$ cat config.mk
export PLATFORM = sky130hd
export DESIGN_NAME = cla_accum16
export DESIGN_NICKNAME = d
export VERILOG_FILES = /design/src/rtl/cla_pkg.sv /design/src/rtl/cla_16bit.sv /design/src/rtl/cla_accum16.sv
export SDC_FILE = /design/constraint.sdc
export NUM_CORES = 1
export LEC_CHECK = 0
export ABC_AREA = 1
export CORE_ASPECT_RATIO = 0.8
export CORE_MARGIN = 10
export CORE_UTILIZATION = 35
export CTS_BUF_LIST = sky130_fd_sc_hd__clkbuf_16
export CTS_CLUSTER_SIZE = 16
export DETAILED_ROUTE_END_ITERATION = 6
export PLACE_DENSITY = 0.68
export SLEW_MARGIN = 10
export SYNTH_ARGS = -nofsm -noshare
export SYNTH_HDL_FRONTEND = slang
export SYNTH_SLANG_ARGS = --single-unit
$ cat constraint.sdc
create_clock -name clk -period 7.01 [get_ports clk]
set_input_delay 1.0515 -clock clk [delete_from_list [all_inputs] [get_ports clk]]
set_output_delay 1.0515 -clock clk [all_outputs]
set_load 0.05 [all_outputs]
$ cat src/rtl/cla_pkg.sv
// Shared types and constants for the carry-lookahead accumulator slice.
// Holds the FSM state encoding, datapath width and saturation limits.
package cla_pkg;

    localparam int ACC_W = 16;

    localparam logic [ACC_W-1:0] SAT_POS = 16'h7FFF;
    localparam logic [ACC_W-1:0] SAT_NEG = 16'h8000;

    typedef enum logic {
        ACC  = 1'b0,
        DONE = 1'b1
    } state_e;

    // Clamp value chosen by the sign of the running total before the overflowing add.
    function automatic logic [ACC_W-1:0] sat_value(input logic neg);
        return neg ? SAT_NEG : SAT_POS;
    endfunction

endpackage

$ cat src/rtl/cla_16bit.sv
// 16-bit two-level carry-lookahead adder: four 4-bit groups, with group
// generate/propagate combined by a second lookahead stage.
module cla_16bit (
    input  logic [15:0] a_i,
    input  logic [15:0] b_i,
    input  logic        cin_i,
    output logic [15:0] sum_o,
    output logic        cout_o
);

    logic [15:0] p;
    logic [15:0] g;
    logic [15:0] c;
    logic [3:0]  gp;
    logic [3:0]  gg;
    logic [4:0]  gc;

    always_comb begin
        p  = a_i ^ b_i;
        g  = a_i & b_i;
        gp = '0;
        gg = '0;
        gc = '0;
        c  = '0;

        for (int k = 0; k < 4; k++) begin
            gp[k] = p[4*k+3] & p[4*k+2] & p[4*k+1] & p[4*k];
            gg[k] = g[4*k+3]
                  | (p[4*k+3] & g[4*k+2])
                  | (p[4*k+3] & p[4*k+2] & g[4*k+1])
                  | (p[4*k+3] & p[4*k+2] & p[4*k+1] & g[4*k]);
        end

        // Group carries come straight from cin, not rippled group to group.
        gc[0] = cin_i;
        gc[1] = gg[0] | (gp[0] & cin_i);
        gc[2] = gg[1] | (gp[1] & gg[0]) | (gp[1] & gp[0] & cin_i);
        gc[3] = gg[2] | (gp[2] & gg[1]) | (gp[2] & gp[1] & gg[0])
              | (gp[2] & gp[1] & gp[0] & cin_i);
        gc[4] = gg[3] | (gp[3] & gg[2]) | (gp[3] & gp[2] & gg[1])
              | (gp[3] & gp[2] & gp[1] & gg[0])
              | (gp[3] & gp[2] & gp[1] & gp[0] & cin_i);

        for (int k = 0; k < 4; k++) begin
            c[4*k]   = gc[k];
            c[4*k+1] = g[4*k] | (p[4*k] & gc[k]);
            c[4*k+2] = g[4*k+1] | (p[4*k+1] & g[4*k]) | (p[4*k+1] & p[4*k] & gc[k]);
            c[4*k+3] = g[4*k+2] | (p[4*k+2] & g[4*k+1])
                     | (p[4*k+2] & p[4*k+1] & g[4*k])
                     | (p[4*k+2] & p[4*k+1] & p[4*k] & gc[k]);
        end

        sum_o  = p ^ c;
        cout_o = gc[4];
    end

endmodule

$ cat src/rtl/cla_accum16.sv
// Block accumulator behind a cla_16bit: sums BLOCK_LEN samples (or up to a flush)
// and hands the total plus sticky carry/overflow flags out on a valid/ready port.
module cla_accum16
    import cla_pkg::*;
#(
    parameter int BLOCK_LEN = 8,
    parameter bit SATURATE  = 1'b0
) (
    input  logic             clk,
    input  logic             rst_n,
    input  logic             in_valid,
    output logic             in_ready,
    input  logic [ACC_W-1:0] in_data,
    input  logic             in_sub,
    input  logic             flush,
    output logic             out_valid,
    input  logic             out_ready,
    output logic [ACC_W-1:0] out_sum,
    output logic             out_carry,
    output logic             out_ovf,
    output logic [7:0]       out_count
);

    state_e           state_q, state_d;
    logic [ACC_W-1:0] acc_q, acc_d;
    logic [7:0]       cnt_q, cnt_d;
    logic             carry_q, carry_d;
    logic             ovf_q, ovf_d;
    logic [ACC_W-1:0] out_sum_q, out_sum_d;
    logic [7:0]       out_count_q, out_count_d;
    logic             out_carry_q, out_carry_d;
    logic             out_ovf_q, out_ovf_d;

    logic [ACC_W-1:0] add_b;
    logic [ACC_W-1:0] add_sum;
    logic             add_cout;
    logic             add_v;
    logic [ACC_W-1:0] acc_nx;
    logic             accept;
    logic             last_beat;

    // Subtraction is a + ~x + 1, so the carry-in doubles as the subtract select.
    assign add_b = in_sub ? ~in_data : in_data;

    cla_16bit u_add (
        .a_i    (acc_q),
        .b_i    (add_b),
        .cin_i  (in_sub),
        .sum_o  (add_sum),
        .cout_o (add_cout)
    );

    assign add_v     = (acc_q[ACC_W-1] == add_b[ACC_W-1]) & (add_sum[ACC_W-1] != acc_q[ACC_W-1]);
    assign acc_nx    = (SATURATE && add_v) ? sat_value(acc_q[ACC_W-1]) : add_sum;
    assign in_ready  = (state_q == ACC);
    assign out_valid = (state_q == DONE);
    assign accept    = in_valid & in_ready;
    assign last_beat = (cnt_q == 8'(BLOCK_LEN - 1));

    always_comb begin
        state_d     = state_q;
        acc_d       = acc_q;
        cnt_d       = cnt_q;
        carry_d     = carry_q;
        ovf_d       = ovf_q;
        out_sum_d   = out_sum_q;
        out_count_d = out_count_q;
        out_carry_d = out_carry_q;
        out_ovf_d   = out_ovf_q;

        case (state_q)
            ACC: begin
                if (accept) begin
                    acc_d   = acc_nx;
                    cnt_d   = cnt_q + 8'd1;
                    carry_d = carry_q | add_cout;
                    ovf_d   = ovf_q | add_v;
                end
                // A flush on an empty block has nothing to report and is dropped.
                if ((accept && (last_beat || flush)) || (!accept && flush && (cnt_q != 8'd0))) begin
                    state_d     = DONE;
                    out_sum_d   = acc_d;
                    out_count_d = cnt_d;
                    out_carry_d = carry_d;
                    out_ovf_d   = ovf_d;
                end
            end
            DONE: begin
                if (out_ready) begin
                    state_d = ACC;
                    acc_d   = '0;
                    cnt_d   = '0;
                    carry_d = 1'b0;
                    ovf_d   = 1'b0;
                end
            end
            default: state_d = ACC;
        endcase
    end

    always_ff @(posedge clk) begin
        if (!rst_n) begin
            state_q     <= ACC;
            acc_q       <= '0;
            cnt_q       <= '0;
            carry_q     <= 1'b0;
            ovf_q       <= 1'b0;
            out_sum_q   <= '0;
            out_count_q <= '0;
            out_carry_q <= 1'b0;
            out_ovf_q   <= 1'b0;
        end else begin
            state_q     <= state_d;
            acc_q       <= acc_d;
            cnt_q       <= cnt_d;
            carry_q     <= carry_d;
            ovf_q       <= ovf_d;
            out_sum_q   <= out_sum_d;
            out_count_q <= out_count_d;
            out_carry_q <= out_carry_d;
            out_ovf_q   <= out_ovf_d;
        end
    end

    assign out_sum   = out_sum_q;
    assign out_count = out_count_q;
    assign out_carry = out_carry_q;
    assign out_ovf   = out_ovf_q;

endmodule
* Yosys cells after proc, flatten, opt, wreduce, memory -nomap -nowiden
Cells that the tools add are included.
Widths: inputs -> output; s select.
** Storage, ports and cells
- Output and inout bits :: 28
- Bits of input ports :: 22
- Register bits after elaboration :: 53
- Logic and storage cells :: 168
** Cells by class
- Reductions and logical operators :: 8
- Mux-type cells :: 15
- Bitwise operators :: 131
- Add/subtract/negate cells :: 1
- Equality and inequality tests :: 4
** Operators by type and width (number)
- $and 1x1->1 :: 78
- $mux 16 :: 3
- $or 1x1->1 :: 48
- $pmux 16 s2 :: 1
- $xor 16x16->16 :: 2
- $and 16x16->16 :: 1
- $mux 8 :: 2
- $not 16->16 :: 1
- $pmux 8 s2 :: 1
- $add 8x1->8 const B :: 1
- $eq 8x3->1 const B :: 1
- $reduce_bool 8->1 :: 1
- $pmux 1 s2 :: 3
- $mux 1 :: 5
- $logic_and 1x1->1 :: 3
- $logic_or 1x1->1 :: 2
- $ne 2x2->1 const B :: 1
- $reduce_and 2->1 :: 1
- $eq 1x1->1 :: 1
- $logic_not 1->1 :: 1
- $ne 1x1->1 :: 1
- $not 1->1 :: 1

* Depth between registers and ports, before layout
- Depth in word-level cells :: 19
- Gate-level depth with buffers :: 18
- Mapped depth without buffers :: 16

* Cells and area by module
Synthesis repeated with hierarchy kept, for this count alone.
** Second synthesis, totals
- Cell total of the unflattened synthesis :: 542
- Area total of the unflattened synthesis :: 3497.1 um2
** By module, submodules not included
- cla_accum16 :: sequential area each 1061.0 um2, times used 1, area an instance 2683.8 um2, cells an instance 411
- cla_16bit :: sequential area each 0.0 um2, times used 1, area an instance 813.3 um2, cells an instance 131

* Worst setup path after synthesis
Ideal clock, no wire load.
- Path kind :: input -> register
- Start :: input port in_sub
- End :: register acc_q[9]
- Stages :: 16
- Arrival :: 3.243 ns
- Slack :: 3.697 ns
- Data required time :: 6.940 ns
- Cell sequence :: buf_6 > buf_2 > xor2_1 > ha_1 > nand2_2 > nand2_2 > nand3_2 > nand2_2 > nand2_2 > nand2_2 > fa_1 > xnor2_1 > nand2_1 > o21ai_0 > or2_2 > a21oi_1
** Between the ends
- Word-level cells in the longest chain between the ends :: 14
- Elaborated cells on any way between the ends :: 31
- Those cells by class :: mux (3); bitwise (28)
** RTL lines
- from (decl) :: line cla_accum16.sv:14 : input logic in_sub,
- $mux 16 :: line cla_accum16.sv:43 : assign add_b = in_sub ? ~in_data : in_data;
- $xor 16x16->16 or $and 16x16->16 (tied branches) :: line cla_16bit.sv:19, cla_16bit.sv:20
- $and 1x1->1 (on tied branches)
- $or 1x1->1 (tied with other cells) :: line cla_16bit.sv:29 : | (p[4*k+3] & g[4*k+2])
- $or 1x1->1 or $and 1x1->1 (tied branches) :: line cla_16bit.sv:30, cla_16bit.sv:31
- $or 1x1->1 :: line cla_16bit.sv:31 : | (p[4*k+3] & p[4*k+2] & p[4*k+1] & g[4*k]);
- $and 1x1->1 :: line cla_16bit.sv:37 : gc[2] = gg[1] | (gp[1] & gg[0]) | (gp[1] & gp[0] & cin_i);
- $or 1x1->1 (2 in series) :: line cla_16bit.sv:37
- $and 1x1->1 :: line cla_16bit.sv:46 : c[4*k+1] = g[4*k] | (p[4*k] & gc[k]);
- $or 1x1->1 :: line cla_16bit.sv:46
- $xor 16x16->16 * :: line cla_16bit.sv:53 : sum_o = p ^ c;
- $mux 16 * :: line cla_accum16.sv:73 : if (accept) begin
- $pmux 16 s2 * :: line cla_accum16.sv:71 : case (state_q)
- to (signal assigned) :: line cla_accum16.sv:104 : acc_q <= '0;
- to (signal assigned) :: line cla_accum16.sv:114 : acc_q <= acc_d;
- to (decl) :: line cla_accum16.sv:25 : logic [ACC_W-1:0] acc_q, acc_d;
Every way passes the cells marked *; elsewhere a longest branch is shown, timed or not.
A chain may end at the register's enable or synchronous reset.

* Worst setup path after layout
Ends and elaborated chain as after synthesis.

==> run metrics <==
Inserted Clock Buffers 5; first-pass GRT wire length 14100 um; Post-Syn Instances 444; drt drc 0; largest net degree at the start of global routing 36; Synth top cells by count nand2_1, dfxtp_1, a21oi_1; post-CTS setup repair buffer count 0; Pleak 1.72 nW; Layout Nets approximately 530; Final Wtd Congestion about 0.84; dominant cell type by area after synthesis dfxtp_1; synthesized cell area ~0.0032 sq mm; row cnt 31; Reg area roughly 0.0011 sq mm; WS Path Type input port to flip-flop; drt pass-1 iters 4; vias a little under 3000; Slew Limit Fails 0; Final period util around three fifths; Post-DP HPWL 5950 um; syn_area_per_cell 7.21 sq um; filler cell count approximately 900; Port-buffer cells 49; Pwr Density 253 mW/mm^2; TritonCTS clock tree done; RSZ-0062 raised after global routing no; asr flop ratio synth 0%; Final min period ~4.2 ns; core area around 0.009 sq mm; setup violators final 0; Worst-path clk slew 0.07 ns; top cells by area, synth dfxtp_1, nand2_1, a21oi_1; status finished clean; number of global-route vias before repair 2874; Hold WC Path Type flip-flop to flip-flop; initial antenna violation count 0; clock latency on the worst-skew pair 0.29 ns; setup TNS 0 ns; Final Skew ~0.0067 ns; share of cells above drive strength 1 7.20%; num ports 50; Tightest Pin Transition 1.08 ns; clk sink count 53; Detailed Route Iter0 Violations 213; post-synthesis sequential area ratio 33.1%; Post-CTS Resized 0; Area Growth Syn to Fin 23.2%; Post-Route WL 8410 um; vias per std cell just under 5; Total GRT Usage 12.4%; post-DR wirelength/cell 14.0 um; Arr. time, crit path roughly 4.4 ns; total die area ~0.013 sq mm; hold buffer count at CTS 0; initial core utilization 35.6%; CP Capture Type flip-flop; width of the chip 127 um; # diodes 0; Synth cell types 38; CTS Root Cell clkbuf_16; GRT Residual Overflow 0; Design Power 0.000996 W; Post-DRT Antenna Nets 0; Achievable Freq about 240 MHz; area share of the largest cell type after synthesis 33.1%; Yosys reg bits 53; cell with the most instances after synthesis nand2_1; H-tree level count 2; WP data required 7.23 ns; Synth Flop Type dfxtp_1; max_slew headroom ~28%; clk buf depth 2; Net Count, Synth 487; CP max FO 19; number of synthesized flops with an enable pin 0; peak supply drop 0.115 mV; Final Hold Vio Count 0; max cap viols 0; multi-input logic area around 0.0019 sq mm; critical path startpoint category input port; Chip Height between 100 and 150 um; yosys warns 0
sequential cells by signal (all words and copies together), names as in the netlist:
register and cells:
acc_q 16, out_ovf 1, cnt_q 8, out_count 8, carry_q 1, out_carry 1
out_sum 16, ovf_q 1, out_valid 1
where the power goes:
part | internal (W) | switching, W | total [W]
clock | 0.000204 | 0.000114 | 0.000319
sequential | 0.000329 | 0.0000222 | 0.000351
combinational | 0.000124 | 0.000202 | 0.000326
metal layers:
layer  vias to the layer above  part of all wire, %  GRT usage (%)
met3                         4                  5.9           2.60
met2                        78                   46           20.3
met4                         0                  1.1           2.52
met1                      1340                   47           16.3
li1                       1524                    -              -
met5                         -                    0              0
critical path, cell delays in order:
cell and delay (ns):
clkdlybuf4s50_1 0.97, xor2_1 0.38, ha_1 0.36, nand2_1 0.10, nor2_1 0.05, nor2_1 0.12, nand2_2 0.11, nand2_2 0.09
nand2_2 0.08, fa_1 0.39, xnor2_1 0.14, nand2_1 0.05, o21ai_0 0.11, or2_2 0.30, a21oi_1 0.12
per-stage QoR:
| step | instances | util [%] | hold slack [ns] | setup slack (ns) | area [sq um] |
|---|---|---|---|---|---|
| after floorplan | 444 | - | 0.446 | 3.70 | 3200 |
| after global placement | 593 | 41.7 | 0.454 | 2.65 | 3750 |
| final | 601 | 43.8 | 0.466 | 2.80 | 3940 |
| after detailed placement | 593 | 41.7 | 0.456 | 2.52 | 3750 |
| after CTS | 601 | 43.8 | 0.467 | 2.78 | 3940 |
| after global routing | 601 | 43.8 | 0.495 | 2.58 | 3940 |
cell families (layout without fill, tap and decap cells):
logic type | after synthesis | count (layout) | synth area share [%]
xor gates and xnor gates | 30 | 30 | 8.21
and+or+nand+nor | 205 | 205 | 28.4
buffers and inverters | 53 | 95 | 7.66
AOI/OAI and AO/OA | 81 | 81 | 13.4
adders and majority gates | 21 | 21 | 8.91
DFF | 53 | 53 | 33.1
muxes | 1 | 1 | 0.313
cell usage in the layout, fill, tap and decap left out, drive strengths merged, types with 3 or more instances in the layout:
cell	netlist	final
a31oi	3	3
ha	18	18
a21oi	49	49
or2	7	7
o21ai	23	23
xnor2	7	7
dfxtp	53	53
clkdlybuf4s50	0	49
clkbuf	7	5
inv	34	34
nand2	123	123
fa	3	3
xor2	23	23
nor2	39	39
nand3	25	25
buf	12	4
nand4	5	5
worst paths after layout:
check / start / to / slack (ns) / cells after the start
worst max-delay path: in_sub / acc_q[9]$_SDFFE_PN0P_ / 2.80 / 15
worst min-delay path: out_sum[1]$_SDFFE_PN0P_ / out_sum[1]$_SDFFE_PN0P_ / 0.47 / 2
worst max register to register: acc_q[3]$_SDFFE_PN0P_ / acc_q[9]$_SDFFE_PN0P_ / 4.61 / 13
worst min register to register: out_sum[1]$_SDFFE_PN0P_ / out_sum[1]$_SDFFE_PN0P_ / 0.47 / 2
layout make-up:
cell class / instances / share of cell area [%]
Timing Repair Buffer: 53 / 13.2
Sequential cell: 53 / 26.9
Inverter: 34 / 3.36
Clock buffer: 5 / 3.17
Tap cell: 115 / 3.65
Clock inverter: 3 / 1.65
Multi-Input combinational cell: 338 / 48.1
(Power assumes the default switching activity.)
